## src/rtl/muldiv_pkg.sv

```systemverilog
// Shared types for the multi-cycle mul/div sequencer.
// Holds op and ALU encodings plus the FSM state type.
package muldiv_pkg;

    localparam int XLEN  = 32;
    localparam int CNT_W = $clog2(XLEN);

    typedef enum logic [1:0] {
        MD_MUL   = 2'b00,
        MD_MULHU = 2'b01,
        MD_DIVU  = 2'b10,
        MD_REMU  = 2'b11
    } md_op_e;

    localparam logic [2:0] ALU_ADD = 3'b000;
    localparam logic [2:0] ALU_SUB = 3'b001;

    typedef enum logic [1:0] {
        IDLE,
        RUN,
        DONE
    } state_e;

endpackage

```

## src/rtl/alu_muldiv_seq_if.sv

```systemverilog
// Request/response handshake bundle between the execute stage
// and the mul/div sequencer.
interface alu_muldiv_seq_if;
    import muldiv_pkg::*;

    logic            in_valid;
    logic            in_ready;
    logic [1:0]      in_op;
    logic [XLEN-1:0] in_a;
    logic [XLEN-1:0] in_b;
    logic            out_valid;
    logic            out_ready;
    logic [XLEN-1:0] out_result;

    modport master (
        output in_valid, in_op, in_a, in_b, out_ready,
        input  in_ready, out_valid, out_result
    );

    modport slave (
        input  in_valid, in_op, in_a, in_b, out_ready,
        output in_ready, out_valid, out_result
    );

endinterface

```

## src/rtl/alu_muldiv_seq.sv

```systemverilog
// Multi-cycle unsigned MUL/MULHU/DIVU/REMU sequencer that borrows
// the shared ALU for one ADD or SUB per iteration.
module alu_muldiv_seq
    import muldiv_pkg::*;
(
    input  logic              clk,
    input  logic              rst,
    alu_muldiv_seq_if.slave   bus,
    output logic [XLEN-1:0]   alu_a,
    output logic [XLEN-1:0]   alu_b,
    output logic [2:0]        alu_ctrl,
    input  logic [XLEN-1:0]   alu_result,
    input  logic              alu_carry
);

    state_e           state_q, state_d;
    md_op_e           op_q, op_d;
    logic [CNT_W-1:0] cnt_q, cnt_d;
    logic [XLEN-1:0]  b_q, b_d;
    logic [XLEN-1:0]  hi_q, hi_d;
    logic [XLEN-1:0]  lo_q, lo_d;
    logic [XLEN-1:0]  res_q, res_d;
    logic [XLEN-1:0]  rs;
    logic             take;
    logic             is_mul;

    assign is_mul         = (op_q == MD_MUL) || (op_q == MD_MULHU);
    assign bus.in_ready   = (state_q == IDLE);
    assign bus.out_valid  = (state_q == DONE);
    assign bus.out_result = res_q;

    always_ff @(posedge clk) begin
        if (!rst) begin
            state_q <= IDLE;
            op_q    <= MD_MUL;
            cnt_q   <= '0;
            b_q     <= '0;
            hi_q    <= '0;
            lo_q    <= '0;
            res_q   <= '0;
        end else begin
            state_q <= state_d;
            op_q    <= op_d;
            cnt_q   <= cnt_d;
            b_q     <= b_d;
            hi_q    <= hi_d;
            lo_q    <= lo_d;
            res_q   <= res_d;
        end
    end

    // HI/LO double as remainder/quotient during divide.
    always_comb begin
        state_d  = state_q;
        op_d     = op_q;
        cnt_d    = cnt_q;
        b_d      = b_q;
        hi_d     = hi_q;
        lo_d     = lo_q;
        res_d    = res_q;
        alu_a    = '0;
        alu_b    = '0;
        alu_ctrl = ALU_ADD;
        rs       = {hi_q[XLEN-2:0], lo_q[XLEN-1]};
        take     = 1'b0;
        unique case (state_q)
            IDLE: begin
                if (bus.in_valid) begin
                    state_d = RUN;
                    op_d    = md_op_e'(bus.in_op);
                    b_d     = bus.in_b;
                    cnt_d   = '0;
                    hi_d    = '0;
                    lo_d    = bus.in_a;
                end
            end
            RUN: begin
                if (is_mul) begin
                    alu_a = hi_q;
                    alu_b = lo_q[0] ? b_q : '0;
                    hi_d  = {alu_carry, alu_result[XLEN-1:1]};
                    lo_d  = {alu_result[0], lo_q[XLEN-1:1]};
                end else begin
                    alu_ctrl = ALU_SUB;
                    alu_a    = rs;
                    alu_b    = b_q;
                    take     = alu_carry | hi_q[XLEN-1];
                    hi_d     = take ? alu_result : rs;
                    lo_d     = {lo_q[XLEN-2:0], take};
                end
                cnt_d = cnt_q + 1'b1;
                if (cnt_q == CNT_W'(XLEN - 1)) begin
                    state_d = DONE;
                    unique case (1'b1)
                        (op_q == MD_MUL),
                        (op_q == MD_DIVU): res_d = lo_d;
                        default:           res_d = hi_d;
                    endcase
                end
            end
            DONE: begin
                if (bus.out_ready) begin
                    state_d = IDLE;
                end
            end
            default: state_d = IDLE;
        endcase
    end

endmodule

```

## src/flat_wrapper.sv

```systemverilog
// flat-port wrapper written by rule: the top's interface ports become plain ports
module alu_muldiv_seq_flat import muldiv_pkg::*;
  (clk, rst, alu_a, alu_b, alu_ctrl, alu_result, alu_carry, bus_in_valid, bus_in_op, bus_in_a, bus_in_b, bus_out_ready, bus_in_ready, bus_out_valid, bus_out_result);
  alu_muldiv_seq_if bus_i ();
  input  logic clk;
  input  logic rst;
  output logic [XLEN-1:0] alu_a;
  output logic [XLEN-1:0] alu_b;
  output logic [2:0] alu_ctrl;
  input  logic [XLEN-1:0] alu_result;
  input  logic alu_carry;
  input wire logic [$bits(bus_i.in_valid)-1:0] bus_in_valid;
  input wire logic [$bits(bus_i.in_op)-1:0] bus_in_op;
  input wire logic [$bits(bus_i.in_a)-1:0] bus_in_a;
  input wire logic [$bits(bus_i.in_b)-1:0] bus_in_b;
  input wire logic [$bits(bus_i.out_ready)-1:0] bus_out_ready;
  output wire logic [$bits(bus_i.in_ready)-1:0] bus_in_ready;
  output wire logic [$bits(bus_i.out_valid)-1:0] bus_out_valid;
  output wire logic [$bits(bus_i.out_result)-1:0] bus_out_result;
  assign bus_i.in_valid = bus_in_valid;
  assign bus_i.in_op = bus_in_op;
  assign bus_i.in_a = bus_in_a;
  assign bus_i.in_b = bus_in_b;
  assign bus_i.out_ready = bus_out_ready;
  assign bus_in_ready = bus_i.in_ready;
  assign bus_out_valid = bus_i.out_valid;
  assign bus_out_result = bus_i.out_result;
  alu_muldiv_seq u_core (.clk(clk), .rst(rst), .bus(bus_i), .alu_a(alu_a), .alu_b(alu_b), .alu_ctrl(alu_ctrl), .alu_result(alu_result), .alu_carry(alu_carry));
endmodule
```

## config.mk

```make
export PLATFORM = sky130hd
export DESIGN_NAME = alu_muldiv_seq_flat
export DESIGN_NICKNAME = d
export VERILOG_FILES = /design/src/rtl/muldiv_pkg.sv /design/src/rtl/alu_muldiv_seq_if.sv /design/src/rtl/alu_muldiv_seq.sv /design/src/flat_wrapper.sv
export SDC_FILE = /design/constraint.sdc
export NUM_CORES = 1
export LEC_CHECK = 0
export CAP_MARGIN = 10
export CORE_MARGIN = 2
export CORE_UTILIZATION = 35
export DETAILED_ROUTE_END_ITERATION = 8
export SLEW_MARGIN = 20
export SYNTH_ARGS = -nofsm -noshare
export SYNTH_HDL_FRONTEND = slang
export SYNTH_SLANG_ARGS = --single-unit
```

## constraint.sdc

```tcl
create_clock -name clk -period 1.95 [get_ports clk]
set_input_delay 0.2925 -clock clk [delete_from_list [all_inputs] [get_ports clk]]
set_output_delay 0.2925 -clock clk [all_outputs]
set_load 0.01 [all_outputs]
```

==> impl_metrics.py <==
metrics = {
    "clock_network": {
        "clk-insertion-delay-late_ns": 0.42,
        "cts_sinks": 137,
        "cts-buffers-inserted": 17,
        "cts_max_path_buffers": 2,
        "ctsHtreeMaxLevel": 4,
        "clock-root-buffer": "clkbuf_16",
        "clk_pin_slew_ns": 0.06,
        "cts_tree": "yes",
    },
    "routing": {
        "wirelength_mm": 26.22,
        "vias": 7698,
        "dr.first_iter.drc_count": 543,
        "routedWlPerCell_um": 18.65,
        "dr.pass1.iters": 5,
        "via_per_inst": 5.475,
        "met1_length_mm": 12.01,
        "ant_nets": 0,
        "routed.top_layer": "met4",
        "drc": 0,
        "met3_length_mm": 1.484,
        "routed-wl-met2_mm": 12.26,
    },
    "timing": {
        "slew_headroom_pct": 44.72,
        "tightest_slew_ns": 0.8291,
        "fmax_mhz": 487.9,
        "fin_skew_ns": 0.008077,
        "rsz0062_at_grt": "true",
        "fin_tns_setup_ns": -0.5769,
        "finalMaxSlewViolations": 0,
        "hold_viol": 0,
        "setup_viol": 9,
        "finalCritPeriodShare_pct": 105.1,
        "finalCriticalPeriod_ns": 2.050,
        "final.setup.worst_slack_ns": -0.09974,
    },
    "synth": {
        "post_synth_and_or_nand_nor_area_fraction_pct": 17.77,
        "synth_xor_area_share_pct": 0,
        "synth-seq-area-share_pct": 35.79,
        "yosysMostFrequentCell": "dfxtp_1",
        "syn_inst": 906,
        "synth_flop_cell": "dfxtp_1",
        "synth_area_leaders": "dfxtp_1 36%, mux2i_1 6.4%, a21oi_1 5.6%, nand2_1 5.1%, mux2_2 4.3%",
        "synth_compound_gate_area_share_pct": 28.40,
        "synth_area_per_cell_sq_um": 8.457,
        "syn-cell-area_sq_mm": 0.007662,
        "synth_warnings": 0,
        "synth_top_area_share_pct": 35.79,
        "synthArstFlopShare_pct": 0,
        "synthAdderAreaFrac_pct": 0.3266,
        "synthMuxAreaShare_pct": 10.66,
        "synth_top_family_by_area": "compound AO/OA/AOI/OAI gates",
        "synth_edf_count": 0,
        "ys_ff_latch": 137,
        "synth.top_cells.by_count": "137 x dfxtp_1, 105 x nand2_1, 85 x a21oi_1, 70 x nor2_1, 49 x mux2i_1",
        "synth.largest_area_cell": "dfxtp_1",
        "synth_cell_types": 44,
    },
    "final_layout": {
        "areaGrowthSynthToFinish_pct": 44.74,
        "fin_nets": 1215,
        "fin_util_pct": 51.14,
        "stdcell_count": 1406,
        "drive_above_1_share_pct": 24.40,
    },
    "placed_design": {
        "gp_congestion": 0.7985,
        "placed_cells": 1333,
        "dp.final_hpwl_mm": 17.03,
        "port_buffers": 201,
    },
    "critical_path": {
        "r2r_start": "u_core.op_q[1]$_SDFFE_PN0P_",
        "ff2ff_path_depth": 7,
        "ff2ff_setup_slack_ns": 0.07,
        "worstPathArrival_ns": 1.76,
        "required_ns": 1.66,
        "crit_fanout": 7,
        "worstSetupPathType": "reg -> out",
        "end_kind": "output pin",
        "critPathLaunchType": "flip-flop",
        "r2r-end": "u_core.bus.out_result[13]$_SDFFE_PN0P_",
    },
    "floorplan": {
        "start_util_pct": 35.33,
        "fp-row-count": 54,
        "die_h_um": 152.0,
        "die_w_um": 152.0,
        "dieArea_sq_mm": 0.02309,
        "io_pins": 204,
        "core_sq_mm": 0.02169,
    },
    "power": {
        "vdd_drop_max_mv": 0.4664,
        "power.density_mw_per_mm2": 705.2,
        "power_uw": 7821,
        "power.leakage_uw": 0.004166,
    },
    "run_status": {
        "status": "finished, violations left",
        "violations": "setup timing",
    },
    "global_routing": {
        "track_usage_pct": 20.83,
        "grt_max_degree": 74,
        "grt_pass1_vias": 7027,
        "grt_first_pass_wirelength_mm": 38.96,
        "antenna_found_initial": 3,
        "grt_remaining_overflow": 0,
    },
    "worst_hold_path": {
        "worstHoldPathCells": 3,
        "worstHoldPathType": "in -> reg",
        "min_to": "u_core.b_q[29]$_SDFFE_PN0P_",
        "hp-start": "bus_in_b[29]",
    },
    "run": {
        "maxCapViolations": 0,
    },
}
-- worst max-delay path by stage --
stage,from,to,cells after the start
6_report,u_core.op_q[1]$_SDFFE_PN0P_,alu_a[3],4
4_1_cts,u_core.op_q[1]$_SDFFE_PN0P_,alu_a[1],4
2_1_floorplan,u_core.cnt_q[0]$_SDFFE_PN0P_,u_core.bus.out_result[10]$_SDFFE_PN0P_,7
3_3_place_gp,bus_in_valid,u_core.hi_q[6]$_SDFFE_PN0P_,5
3_5_place_dp,bus_in_valid,u_core.hi_q[29]$_SDFFE_PN0P_,5
5_1_grt,u_core.op_q[1]$_SDFFE_PN0P_,alu_a[3],4
-- cells in the final DEF (no fill, tap or decap), types with 6 or more instances in the layout --
cell type	instances
buf_2	6
o21ai_0	36
a21bo_2	14
and3_1	16
buf_12	14
mux2i_1	39
nor2_1	61
o21a_1	19
a22o_1	14
clkbuf_16	23
o221a_2	27
nor2_4	6
and2_1	33
mux2i_2	6
a22oi_1	29
mux2_2	29
buf_4	52
a31oi_1	17
clkbuf_2	46
inv_1	16
a311oi_1	30
dfxtp_1	132
clkdlybuf4s50_1	133
or3b_1	29
o221ai_1	16
a21oi_1	85
nand2_1	105
-- cells by family (layout without fill, tap and decap cells) --
family,count (synthesis),in the layout
other cells,1,5
compound gates,301,301
flops,137,137
fa+ha+maj,2,2
simple gates,274,274
buf+inv,113,329
mux,78,78
-- registers in the layout, indices dropped and copies added (netlist names) --
| signal | flops |
|---|---|
| u_core.b_q | 32 |
| u_core.bus.out_result | 32 |
| u_core.cnt_q | 5 |
| u_core.hi_q | 32 |
| u_core.lo_q | 32 |
| u_core.op_q | 2 |
| u_core.state_q | 2 |
-- where the power goes --
| part | switching (uW) | internal [uW] |
|---|---|---|
| combinational | 696 | 698 |
| clock | 1260 | 2100 |
| sequential | 132 | 2930 |
-- worst max-delay path, stage by stage, from the launching register on --
cell and delay (ns):
dfxtp_4 0.43, buf_12 0.14, mux2i_1 0.23, nor2_1 0.06, clkdlybuf4s50_1 0.48
-- final cells by class --
class / instances / area, sq um
well taps: 280 / 350.3
clock buffers: 23 / 509.2
inverters: 17 / 63.81
fillers: 2022 / 10600
diodes: 3 / 7.507
flip-flops and latches: 137 / 2751
repair buffers: 280 / 2729
clock inverters: 9 / 110.1
multi-input cells: 657 / 4569
-- metal layers --
layer / GRT usage (%) / up-vias
li1: - / 3731
met1: 28.75 / 3666
met2: 32.93 / 270
met3: 3.394 / 31
met4: 7.477 / 0
met5: 0 / -
-- through the flow --
stage | instance area, sq um | hold slack, ns | worst slack (ns)
after floorplan | 7666 | 0.4285 | 0.1752
after global placement | 10020 | 0.4374 | 0.03447
after detailed placement | 10020 | 0.4422 | 0.008195
after CTS | 10800 | 0.4119 | -0.2315
after global routing | 11090 | 0.4232 | -0.1414
final | 11090 | 0.4225 | -0.09974
-- what timing repair did --
action                                  in CTS  in global routing
setup buffers                                6                 24
cloned                                       4                  5
resized for setup                           90                147
hold buffers                                 0                  0
endpoints found under the setup margin      66                101
pin swaps                                    1                  5
(Power assumes the default switching activity.)
